`config.mk`:
```
export PLATFORM = sky130hd
export DESIGN_NAME = deserializer_flat
export DESIGN_NICKNAME = d
export VERILOG_FILES = /design/src/rtl/deserializer_if.sv /design/src/rtl/deserializer.sv /design/src/flat_wrapper.sv
export SDC_FILE = /design/constraint.sdc
export NUM_CORES = 1
export LEC_CHECK = 0
export BUFFER_PORTS_ARGS = -buffer_cell sky130_fd_sc_hd__buf_2
export CORE_MARGIN = 1
export CORE_UTILIZATION = 59
export CTS_BUF_LIST = sky130_fd_sc_hd__clkbuf_2
export DETAILED_ROUTE_END_ITERATION = 16
export HOLD_SLACK_MARGIN = 0.03
export PLACE_DENSITY = 0.89
export SETUP_SLACK_MARGIN = 0.02
export SYNTH_ARGS = -nofsm -noshare
export SYNTH_HDL_FRONTEND = slang
export SYNTH_SLANG_ARGS = --single-unit
```
`constraint.sdc`:
```
create_clock -name clk -period 4.9 [get_ports clk]
set_clock_uncertainty 0.1 [all_clocks]
set_input_delay 0.98 -clock clk [delete_from_list [all_inputs] [get_ports clk]]
set_output_delay 0.98 -clock clk [all_outputs]
set_load 0.01 [all_outputs]
```
`src/rtl/deserializer_if.sv`:
```
// deserializer_if: serial line and framing controls in, received word and status pulses out
interface deserializer_if #(parameter int DWIDTH = 8);
  logic              rx_in;
  logic              par_en;
  logic              par_typ;
  logic [DWIDTH-1:0] p_data;
  logic              data_valid;
  logic              par_err;
  logic              stp_err;
  logic              rx_busy;
  modport master (output rx_in, par_en, par_typ, input p_data, data_valid, par_err, stp_err, rx_busy);
  modport slave  (input rx_in, par_en, par_typ, output p_data, data_valid, par_err, stp_err, rx_busy);
endinterface

```
`src/rtl/deserializer.sv`:
```
// deserializer: oversampled async serial receiver with 2-of-3 bit voting and optional parity
module deserializer #(
  parameter int DWIDTH = 8,
  parameter int OVS    = 8
) (
  input logic          clk,
  input logic          rst,
  deserializer_if.slave bus
);
  localparam int EW = $clog2(OVS);
  localparam int BW = $clog2(DWIDTH);
  localparam logic [EW-1:0] S0   = EW'(OVS/2-1);
  localparam logic [EW-1:0] S1   = EW'(OVS/2);
  localparam logic [EW-1:0] S2   = EW'(OVS/2+1);
  localparam logic [EW-1:0] LAST = EW'(OVS-1);
  localparam logic [BW-1:0] BLAST = BW'(DWIDTH-1);
  typedef enum logic [2:0] {IDLE, START, DATA, PARITY, STOP, WAIT_HIGH} state_t;
  state_t            state_q, state_d;
  logic [1:0]        sync_q;
  logic              rx_s;
  logic [EW-1:0]     edge_q, edge_d;
  logic [BW-1:0]     bit_q, bit_d;
  logic [DWIDTH-1:0] shift_q, shift_d, p_data_q, p_data_d;
  logic [1:0]        smp_q, smp_d;
  logic              pen_q, pen_d, ptyp_q, ptyp_d, perr_q, perr_d;
  logic              valid_q, valid_d, par_err_q, par_err_d, stp_err_q, stp_err_d, busy_q;
  logic              maj, at_vote, at_last, stop_now;
  assign rx_s    = sync_q[1];
  assign at_vote = edge_q == S2;
  assign at_last = edge_q == LAST;
  // third sample is the live rx_s, so the vote resolves in the S2 cycle itself
  assign maj     = (smp_q[0] & smp_q[1]) | (rx_s & (smp_q[0] | smp_q[1]));
  assign smp_d   = (edge_q == S0 || edge_q == S1) ? {smp_q[0], rx_s} : smp_q;
  always_ff @(posedge clk or negedge rst) begin
    if (!rst) begin
      sync_q    <= 2'b11;
      state_q   <= IDLE;
      edge_q    <= '0;
      bit_q     <= '0;
      shift_q   <= '0;
      smp_q     <= '0;
      pen_q     <= 1'b0;
      ptyp_q    <= 1'b0;
      perr_q    <= 1'b0;
      p_data_q  <= '0;
      valid_q   <= 1'b0;
      par_err_q <= 1'b0;
      stp_err_q <= 1'b0;
      busy_q    <= 1'b0;
    end else begin
      sync_q    <= {sync_q[0], bus.rx_in};
      state_q   <= state_d;
      edge_q    <= edge_d;
      bit_q     <= bit_d;
      shift_q   <= shift_d;
      smp_q     <= smp_d;
      pen_q     <= pen_d;
      ptyp_q    <= ptyp_d;
      perr_q    <= perr_d;
      p_data_q  <= p_data_d;
      valid_q   <= valid_d;
      par_err_q <= par_err_d;
      stp_err_q <= stp_err_d;
      busy_q    <= state_d != IDLE;
    end
  end
  always_comb begin
    state_d = state_q;
    edge_d  = at_last ? '0 : edge_q + EW'(1);
    bit_d   = bit_q;
    shift_d = shift_q;
    pen_d   = pen_q;
    ptyp_d  = ptyp_q;
    perr_d  = perr_q;
    case (state_q)
      IDLE: begin
        // the cycle that first sees the line low counts as edge 0 of the start bit
        state_d = rx_s ? IDLE : START;
        edge_d  = rx_s ? '0 : EW'(1);
      end
      START: begin
        if (at_vote && maj) begin
          state_d = IDLE;
          edge_d  = '0;
        end else begin
          if (at_vote) begin
            pen_d  = bus.par_en;
            ptyp_d = bus.par_typ;
            perr_d = 1'b0;
          end
          if (at_last) begin
            state_d = DATA;
            bit_d   = '0;
          end
        end
      end
      DATA: begin
        if (at_vote) shift_d = {maj, shift_q[DWIDTH-1:1]};
        if (at_last) begin
          bit_d   = bit_q == BLAST ? '0 : bit_q + BW'(1);
          state_d = bit_q != BLAST ? DATA : pen_q ? PARITY : STOP;
        end
      end
      PARITY: begin
        if (at_vote) perr_d = (^shift_q ^ maj) != ptyp_q;
        if (at_last) state_d = STOP;
      end
      STOP: begin
        if (at_vote) begin
          state_d = maj ? IDLE : WAIT_HIGH;
          edge_d  = '0;
        end
      end
      WAIT_HIGH: begin
        state_d = rx_s ? IDLE : WAIT_HIGH;
        edge_d  = '0;
      end
      default: begin
        state_d = IDLE;
        edge_d  = '0;
      end
    endcase
  end
  always_comb begin
    stop_now  = state_q == STOP && at_vote;
    valid_d   = stop_now && maj && !perr_q;
    par_err_d = stop_now && perr_q;
    stp_err_d = stop_now && !maj;
    p_data_d  = valid_d ? shift_q : p_data_q;
  end
  assign bus.p_data     = p_data_q;
  assign bus.data_valid = valid_q;
  assign bus.par_err    = par_err_q;
  assign bus.stp_err    = stp_err_q;
  assign bus.rx_busy    = busy_q;
endmodule

```
`src/flat_wrapper.sv`:
```
// flat-port wrapper written by rule: the top's interface ports become plain ports
module deserializer_flat 
#(
  parameter int DWIDTH = 8,
  parameter int OVS    = 8
)
  (clk, rst, bus_rx_in, bus_par_en, bus_par_typ, bus_p_data, bus_data_valid, bus_par_err, bus_stp_err, bus_rx_busy);
  deserializer_if #(.DWIDTH(DWIDTH)) bus_i ();
  input logic clk;
  input logic rst;
  input wire logic [$bits(bus_i.rx_in)-1:0] bus_rx_in;
  input wire logic [$bits(bus_i.par_en)-1:0] bus_par_en;
  input wire logic [$bits(bus_i.par_typ)-1:0] bus_par_typ;
  output wire logic [$bits(bus_i.p_data)-1:0] bus_p_data;
  output wire logic [$bits(bus_i.data_valid)-1:0] bus_data_valid;
  output wire logic [$bits(bus_i.par_err)-1:0] bus_par_err;
  output wire logic [$bits(bus_i.stp_err)-1:0] bus_stp_err;
  output wire logic [$bits(bus_i.rx_busy)-1:0] bus_rx_busy;
  assign bus_i.rx_in = bus_rx_in;
  assign bus_i.par_en = bus_par_en;
  assign bus_i.par_typ = bus_par_typ;
  assign bus_p_data = bus_i.p_data;
  assign bus_data_valid = bus_i.data_valid;
  assign bus_par_err = bus_i.par_err;
  assign bus_stp_err = bus_i.stp_err;
  assign bus_rx_busy = bus_i.rx_busy;
  deserializer #(.DWIDTH(DWIDTH), .OVS(OVS)) u_core (.clk(clk), .rst(rst), .bus(bus_i));
endmodule
```
# Yosys cells after proc, flatten, opt, wreduce, memory -nomap -nowiden
# Index checks and enable logic that the tools add are counted.
# classes
addsub,2
n_eq_ne,17
mux,24
bitwise,6
n_reduce_logical,19
# op_table
operator,count
$mux W3,16
$eq A3 B3 Y1 const B,6
$pmux W3 S6,1
$pmux W3 S4,1
$eq A3 B2 Y1 const B,3
$ne A2 B1 Y1 const B,4
$reduce_and A4 Y1,2
$reduce_xor A8 Y1,1
$add A3 B1 Y3 const B,2
$logic_and A1 B1 Y1,6
$pmux W3 S2,1
$mux W1,4
$reduce_bool A2 Y1,2
$eq A3 B1 Y1 const B,1
$logic_not A3 Y1,1
$ne A3 B3 Y1 const B,1
$reduce_and A3 Y1,1
$reduce_bool A3 Y1,1
$and A1 B1 Y1,2
$logic_not A1 Y1,2
$ne A2 B2 Y1 const B,1
$or A1 B1 Y1,2
$pmux W1 S2,1
$reduce_and A2 Y1,1
5 further kinds,5
# word_totals
reg_bits,36
in_bits,5
out_inout_bits,12

# Depth between registers and ports, before layout
# Gate-level depths: netlist of run 1.
# logic_depth
depth_word,7
mapped_depth,6
ltp_nobuf,6

# Worst setup path before layout of run 1
# Ideal clock, no wire load.
# synth_timing
path_type,register -> register
startpoint,register u_core.edge_q[0]
endpoint,"register u_core.p_data_q[0], in the netlist u_core.bus.p_data[0]"
setup_time_ns,0.125
arrival_time_ns,1.468
required_ns,4.675
setup_slack_ns,3.207
path_stages_with_launch,6
synth_period_minus_slack_ns,1.693
cell_sequence,dfrtp_1 > ha_1 > and2_1 > nand3_1 > nand3b_4 > mux2_2
# synth_via
elab_chain_cells,4
# synth_rtl
item,line_no,text
start: declaration,deserializer.sv:21,"logic [EW-1:0] edge_q, edge_d;"
start signal: assignment,deserializer.sv:53,edge_q <= edge_d;
$eq A3 B3 Y1,deserializer.sv:29,assign at_vote = edge_q == S2;
$logic_and A1 B1 Y1,deserializer.sv:125,stop_now = state_q == STOP && at_vote;
$logic_and A1 B1 Y1 (2 in a row),deserializer.sv:126,valid_d = stop_now && maj && !perr_q;
end signal: assignment,deserializer.sv:60,p_data_q <= p_data_d;
end: declaration,deserializer.sv:23,"logic [DWIDTH-1:0] shift_q, shift_d, p_data_q, p_data_d;"
# Every way passes these cells.
# A chain may end at the register's enable or synchronous reset.

# Worst setup path in the final report of run 1
# layout_timing
startpoint,"register u_core.p_data_q[2], in the netlist u_core.bus.p_data[2]"
endpoint,output port bus_p_data[2]
# layout_lines
item,line_no,text
end: declaration,flat_wrapper.sv:14,output wire logic [$bits(bus_i.p_data)-1:0] bus_p_data;
# No word-level cell between the ends.

==> results.md, run 1 <==
* Core box area at 2760 sq um
* Worst VDD drop at 382 uV
* Syn Inst Count at 131
* Final HPWL DP at 2050 um
* First-pass GRT wire length at 5010 um
* FF+latch count, synth at 36
* CP Launch Type: register
* Port bufs at 16
* Die Y at 55.9 um
* Main combinational cell family by area after synthesis: multiplexers
* Post-DR vias/cell at 5.85
* Max Fclk at 0.497 GHz
* Area growth, synth to finish at 8.18%
* Ant diodes at 0
* PD cells at 431 nW/um^2
* Post-synth EDFFs at 0
* DRC errors left at 0
* WS Path Type: reg -> out
* Top delay family on crit path: flip-flops
* Routed length per instance at 15.9 um
* Worst Path Buf+Inv at 1
* Final setup viols at 0
* Clk buf depth at 2
* Outcome: finished, final reports clean
* Routed WL at 2900 um
* Global route overflow at 0
* GRT Overall Usage at 21.3%
* CP arrival at 0.93 ns
* Unrepaired setup endpoints after global routing: no
* Worst-Margin Slew at 0.769 ns
* Setup bufs post-CTS at 0
* Pins over their slew limit at 0
* Mean Syn Cell Area at 13.1 sq um
* Primary FF master, synth: dfrtp_1
* Period utilization at 41.1%
* Relative max-transition margin at 48.7%
* Register area share after synthesis at 52.7%
* Root buf cell: clkbuf_2
* Drt pass-1 iters at 4
* Area share of and/or/nand/nor cells after synthesis at 8.33%
* Post-Synth XOR/XNOR Area at 5.84%
* Initial antenna violation count at 0
* Leakage at 0.940 nW
* Syn_nets at 143
* CTS tree: done
* Final worst path period need at 2.01 ns
* Worst hold path type: reg -> reg
* Clock slew at reported path FFs at 0.18 ns
* Clock Sinks at 36
* Num CTS Buffers at 5
* IO Pins at 17
* Gp weighted congestion at 0.897
* CP Max Fanout at 2
* Die width at 55.9 um
* Cts repair resizes at 0
* Met3 Resource Use GR at 4.88%
* MaxCap Viol Count at 0
* # nets final at 162
* CP max stage delay at 0.41 ns
* Netlist Area Pre-Place at 1710 sq um
* Initial Util at 62.1%
* Cells along the critical path: buf_2
* Synth cell types at 37
* Setup_tns at 0 ns
* Fin. Hold Viols at 0
* Skew-Pair Late Insertion Delay at 0.38 ns
* Post-synthesis mux area share at 14.3%
* CTS H-Tree Depth at 2
* Met2 usage at 34.8%
* 1st-iter DRT viols at 27
* Final ANT Viol Nets at 0
* Slowest-stage cell, CP: dfrtp_1
* YS warnings at 0
* Core Rows at 19
* Vias after detailed routing at 1064
* CP required at 3.82 ns
* Share of flip-flops with an asynchronous set or reset at 100%
* Most Crowded Layer GR: met2
* Share of post-route cells with drive strength above 1 at 35.1%
* Post-synthesis compound-gate area fraction at 10.4%
* Adder-Cell Fraction of Synth Area at 5.92%
* Largest net degree at the start of global routing at 37
* Global Route met1 Usage at 26.1%
* Die area at 3120 sq um
* Crit path capture type: output pin
* Cts hold-fix bufs at 0
* Vias in the first global route at 1094
* Power Total at 0.000798 W
==> registers in the layout (all words and copies together), names as in the netlist <==
register / flops
u_core.state_q: 3
u_core.sync_q: 2
u_core.shift_q: 8
u_core.bus.par_err: 1
u_core.bus.data_valid: 1
u_core.bus.rx_busy: 1
u_core.ptyp_q: 1
u_core.perr_q: 1
u_core.edge_q: 3
u_core.bit_q: 3
u_core.bus.stp_err: 1
u_core.pen_q: 1
u_core.smp_q: 2
u_core.bus.p_data: 8
==> metrics by stage <==
stage	area, sq um	hold WS [ns]	cells	utilization [%]	setup WS, ns
final	1850	0.268	182	67.2	2.89
after global placement	1810	0.246	174	65.7	3.09
after floorplan	1710	0.245	131	-	3.21
after CTS	1850	0.268	182	67.2	2.87
after detailed placement	1810	0.247	174	65.7	3.02
after global routing	1850	0.272	182	67.2	2.83
==> layout make-up <==
class | count | area, sq um
tap | 31 | 38.8
multi-input combinational | 85 | 768
clock buffer | 7 | 35.0
inverter | 6 | 22.5
sequential | 36 | 903
timing repair buffer | 16 | 80.1
fill | 211 | 905
clock inverter | 1 | 5.00
==> cells by family after synthesis <==
group                    count (synthesis)
XOR/XNOR                                 9
flip-flops                              36
buffers and inverters                   10
adder cells (fa/ha/maj)                  8
AO/OA/AOI/OAI                           22
multiplexers                            22
AND/OR/NAND/NOR                         24
==> worst paths after layout <==
check                      slack, ns  cells past startpoint                                to                        startpoint
setup / recovery                2.89                      1                     bus_p_data[2]  u_core.bus.p_data[2]$_DFFE_PN0P_
hold / removal                  0.27                      0        u_core.sync_q[1]$_DFF_PN1_        u_core.sync_q[0]$_DFF_PN1_
setup reg to reg                2.95                      4       u_core.bit_q[0]$_DFFE_PN0P_       u_core.state_q[2]$_DFF_PN0_
hold reg to reg                 0.27                      0        u_core.sync_q[1]$_DFF_PN1_        u_core.sync_q[0]$_DFF_PN1_
max in group asynchronous       3.67                      1       u_core.state_q[2]$_DFF_PN0_                               rst
min in group asynchronous       0.54                      1  u_core.bus.p_data[0]$_DFFE_PN0P_                               rst
==> per-layer routing <==
layer  wire length [um]  share of wire, %  up-vias
li1                   -                 -      510
met2               1440                50       21
met3                 86               3.0        9
met5                  0                 0        -
met4                 81               2.8        0
met1               1290                45      524
==> cell usage after synthesis (2+ instances only) <==
cell type	number	share of area, %
a21oi_1	2	0.58
xnor2_1	5	2.6
nand3_1	4	1.2
mux2i_1	2	1.2
dfrtp_1	34	50
mux2_2	20	13
nor2_1	9	2.0
buf_2	3	0.88
o21ai_0	4	1.2
a22oi_1	2	0.88
a22o_1	3	1.5
nand2_1	4	0.88
nand2b_1	2	0.73
xor2_1	2	1.0
inv_1	6	1.3
ha_1	7	5.1
dfstp_2	2	3.1
==> where the power goes <==
group | switching, W | total, W | internal [W] | leakage (nW)
registers | 0.0000595 | 0.000404 | 0.000345 | 0.473
logic | 0.000135 | 0.000259 | 0.000124 | 0.434
clock network | 0.0000960 | 0.000135 | 0.0000390 | 0.0330
==> cells in the final DEF (no fill, tap or decap), types with 2 or more instances in the layout <==
cell	synthesis	layout
clkbuf_2	0	7
nand3_1	4	4
a21oi_1	2	2
dfstp_2	2	2
nand2b_1	2	2
buf_2	3	16
o21ai_0	4	4
xnor2_1	5	5
mux2i_1	2	2
a22oi_1	2	2
mux2_2	20	20
nor2_1	9	9
inv_1	6	6
dfrtp_1	34	34
xor2_1	2	2
ha_1	7	7
a22o_1	3	3
nand2_1	4	4
Note: power is estimated with default switching activity, not from simulation.
==> run 2: changes to the inputs <==
--- a/config.mk
+++ b/config.mk
@@ -5,13 +5,14 @@
 export SDC_FILE = /design/constraint.sdc
 export NUM_CORES = 1
 export LEC_CHECK = 0
+export ABC_AREA = 1
 export BUFFER_PORTS_ARGS = -buffer_cell sky130_fd_sc_hd__buf_2
 export CORE_MARGIN = 1
-export CORE_UTILIZATION = 59
+export CORE_UTILIZATION = 55
 export CTS_BUF_LIST = sky130_fd_sc_hd__clkbuf_2
 export DETAILED_ROUTE_END_ITERATION = 16
 export HOLD_SLACK_MARGIN = 0.03
-export PLACE_DENSITY = 0.89
+export PLACE_DENSITY = 0.87
 export SETUP_SLACK_MARGIN = 0.02
 export SYNTH_ARGS = -nofsm -noshare
 export SYNTH_HDL_FRONTEND = slang
==> constraint.sdc (replaced) <==
create_clock -name clk -period 1.7 [get_ports clk]
set_clock_uncertainty 0.1 [all_clocks]
set_input_delay 0.34 -clock clk [delete_from_list [all_inputs] [get_ports clk]]
set_output_delay 0.34 -clock clk [all_outputs]
set_load 0.01 [all_outputs]
==> run 2 against run 1 <==
  * Critical path depth grew 8
  * Synthesized cell count grew 70%
  * Clock-buffer cell count shrank 1
  * The flow now finishes with violations (setup timing)
  * Non-clock buffer count grew 14
  * Synthesized area grew 5.8%
  * Critical path type is now reg -> reg
  * Critical endpoint is now u_core.bus.p_data[2]$_DFFE_PN0P_
==> results.md, run 2 <==
* Outcome: finished, violations left
* Failing checks: setup timing
* DRC errors left at 0 (unchanged)
* Final setup viols at 8 (+8)
* Num CTS Buffers at 5 (unchanged)
* CTS tree: done
* Share of post-route cells with drive strength above 1 at 26.0% (-9.1 points)
* Gp weighted congestion at 0.894 (-0.31%)
* Max Fclk at 0.575 GHz
* First-pass GRT wire length at 5600 um (+12%)
* Setup_tns at -0.147 ns (-0.147 ns)
* Die Y at 59.4 um (+6.3%)
* Share of flip-flops with an asynchronous set or reset at 100% (unchanged)
* Routed length per instance at 12.5 um (-21%)
* Mean Syn Cell Area at 8.12 sq um (-38%)
* Top cell type's share of synthesized area at 47.0% (-2.7 points)
* Slowest-stage cell, CP: dfrtp_1
* MaxCap Viol Count at 0 (unchanged)
* Power Total at 0.00211 W (+160%)
* Post-synth EDFFs at 0 (unchanged)
* Synth cell types at 28 (-24%)
* Area of the multi-input gates at 861 sq um (+12%)
* Crit path top cell by count: inv_2
* CTS H-Tree Depth at 2 (unchanged)
* 1st-iter DRT viols at 56 (+110%)
* Crit path capture type: register
* Worst-Margin Slew at 0.386 ns (-0.383 ns)
* Fillers at 232 (+10%)
* Area growth, synth to finish at 24.4%
* Main combinational cell family by area after synthesis: simple AND/OR/NAND/NOR gates
* PnR worst setup slack at -0.0390 ns (-2.92 ns)
* Sequential cell area at 903 sq um (unchanged)
* Final ANT Viol Nets at 0 (unchanged)
* Final worst path period need at 1.74 ns
* Pre-CTS WS at 0.00992 ns (-3.01 ns)
* Most used standard cell by instance count after synthesis: nand2_1
* Worst VDD drop at 714 uV (+87%)
* Clock group share of total power at 17.3% (+0.4 points)
* Global route overflow at 0 (unchanged)
* Post-DR vias/cell at 5.13 (-12%)
* Most frequent cells in the layout: nand2_1 (64), dfrtp_1 (34), inv_1 (28)
* Period utilization at 102%
* Post-synthesis compound-gate area fraction at 8.91% (-1.5 points)
* GRT Overall Usage at 22.1% (+0.78 points)
* Pins over their slew limit at 0 (unchanged)
* YS warnings at 0 (unchanged)
* Clock slew at reported path FFs at 0.16 ns (-0.02 ns)
* IO Pins at 17 (unchanged)
* WS Path Type: reg -> reg
* Register area share after synthesis at 49.9% (-2.9 points)
* Skew-Pair Late Insertion Delay at 0.39 ns (about the same)
* Port bufs at 16 (unchanged)
* CP Max Fanout at 7 (+5)
* Clk buf depth at 2 (unchanged)
* CP required at 1.93 ns (-1.89 ns)
* P_int at 0.00132 W (+160%)
* Drt pass-1 iters at 4 (unchanged)
* CP arrival at 1.97 ns (+1.04 ns)
* PD cells at 934 nW/um^2 (+120%)
* Die area at 3530 sq um (+13%)
* Unrepaired setup endpoints after global routing: yes
* Switching share of power at 37.3% (+0.83 points)
* Syn_nets at 235 (+64%)
* Vias after detailed routing at 1550 (+46%)
* CP Launch Type: register
* # nets final at 270 (+67%)
* Leakage at 1.17 nW (+25%)
* Commonest non-fill, non-tap cell in the layout: nand2_1
* Comb pwr share at 32.1% (-0.3 points)
* Clock Sinks at 36 (unchanged)
* Post-synth top cells: nand2_1 (68), dfrtp_1 (34), inv_1 (29), nor2_1 (19), a21oi_1 (12)
* CP max stage delay at 0.49 ns (+0.08 ns)
* Vias in the first global route at 1317 (+20%)
* NetSw at 0.000785 W (+170%)
* Core Rows at 20 (+1)
* Routed WL at 3780 um (+31%)
* Netlist Area Pre-Place at 1810 sq um (+5.8%)
* Initial Util at 58.9% (-3.3 points)
* Core box area at 3080 sq um (+12%)
* Primary FF master, synth: dfrtp_1
* Worst hold path type: in -> reg
* Syn Inst Count at 223 (+70%)
* FF+latch count, synth at 36 (unchanged)
* Ant diodes at 0 (unchanged)
* Largest net degree at the start of global routing at 22 (-41%)
* Post-synthesis mux area share at 0.622% (-14 points)
* Cells along the critical path: inv_2, nand3_2, nor2_4, inv_2, nor3_4, buf_12, clkbuf_16, nor2_1, a21oi_1
* Dominant cells by area after synthesis: dfrtp_1 (47%), nand2_1 (14%), inv_1 (6.0%)
* Adder-Cell Fraction of Synth Area at 4.83% (-1.1 points)
* Relative max-transition margin at 74.3% (+26 points)
* Fin. Hold Viols at 0 (unchanged)
* Die width at 59.4 um (+6.3%)
* Area share of and/or/nand/nor cells after synthesis at 28.0% (+20 points)
* Dominant cell type by area after synthesis: dfrtp_1
* Initial antenna violation count at 0 (unchanged)
* Final HPWL DP at 2540 um (+24%)
* Post-Synth XOR/XNOR Area at 0% (-5.8 points)
* Root buf cell: clkbuf_2
* Sequential Power Share at 50.6% (about the same)
-- run 2: cell count changes in the layout (fill, tap and decap cells not counted), moves of 7 or more --
| cell | previous run | this run |
|---|---|---|
| a21oi_1 | 2 | 11 |
| inv_1 | 6 | 28 |
| mux2_2 | 20 | 1 |
| nand2_1 | 4 | 64 |
| nand3_1 | 4 | 11 |
| nor2_1 | 9 | 18 |
-- run 2: cell families after synthesis --
family / Yosys count
AO/OA/AOI/OAI: 29
adder cells (fa/ha/maj): 7
buffers and inverters: 35
flip-flops: 36
multiplexers: 1
AND/OR/NAND/NOR: 115
-- run 2: path summary, 6_finish.rpt --
check	startpoint	end	slack, ns	depth (start not counted)
max	u_core.state_q[0]$_DFF_PN0_	u_core.bus.p_data[2]$_DFFE_PN0P_	-0.04	9
min in group asynchronous	rst	u_core.bus.p_data[5]$_DFFE_PN0P_	0.26	2
max in group asynchronous	rst	u_core.bus.par_err$_DFF_PN0_	0.80	3
min reg2reg	u_core.sync_q[0]$_DFF_PN1_	u_core.sync_q[1]$_DFF_PN1_	0.27	0
min	bus_par_en	u_core.pen_q$_DFFE_PN0P_	0.07	3
max reg2reg	u_core.state_q[0]$_DFF_PN0_	u_core.bus.p_data[2]$_DFFE_PN0P_	-0.04	9
-- run 2: per-stage QoR --
step | hold slack, ns | util, % | instances | instance area [sq um]
after floorplan | -0.0556 | - | 223 | 1810
after global placement | 0.179 | 65.6 | 289 | 2020
after detailed placement | 0.180 | 65.6 | 289 | 2020
after CTS | 0.0862 | 67.4 | 298 | 2070
after global routing | 0.0593 | 73.2 | 302 | 2250
final | 0.0686 | 73.2 | 302 | 2250
-- run 2: layout make-up --
type                            instances  share of cell area, %
Inverter                               33                   5.50
Sequential cell                        36                   40.1
Clock buffer                            6                   1.33
Timing Repair Buffer                   30                   12.2
Multi-Input combinational cell        152                   38.2
Tap cell                               44                   2.44
Clock inverter                          1                  0.222
-- run 2: what timing repair did --
item,in CTS,in global routing
pin swaps,0,8
setup endpoints to repair,1,19
buffers inserted,0,2
cloned,0,2
resized for setup,1,23
hold buffers,2,0
hold endpoints to repair,14,0
-- run 2: critical path: cells and delay by family, from the launching register on --
| family | cells | cell delay [ns] |
|---|---|---|
| buf+inv | 4 | 0.50 |
| compound gates | 1 | 0.10 |
| simple gates | 4 | 0.48 |
| flops | 1 | 0.49 |
-- run 2: per-layer routing --
metal	share of wire, %	GRT usage [%]
met5	0	0
met4	1.7	9.18
met3	3.7	7.21
met2	48	34.0
met1	47	28.7
-- run 2: power groups by stage --
stage               logic (W)  clock network, W  registers, W
global route         0.000752          0.000414       0.00108
global placement     0.000561                 0       0.00106
detailed placement   0.000579                 0       0.00106
CTS                  0.000587          0.000376       0.00105
finish               0.000676          0.000365       0.00107
floorplan            0.000409                 0       0.00105
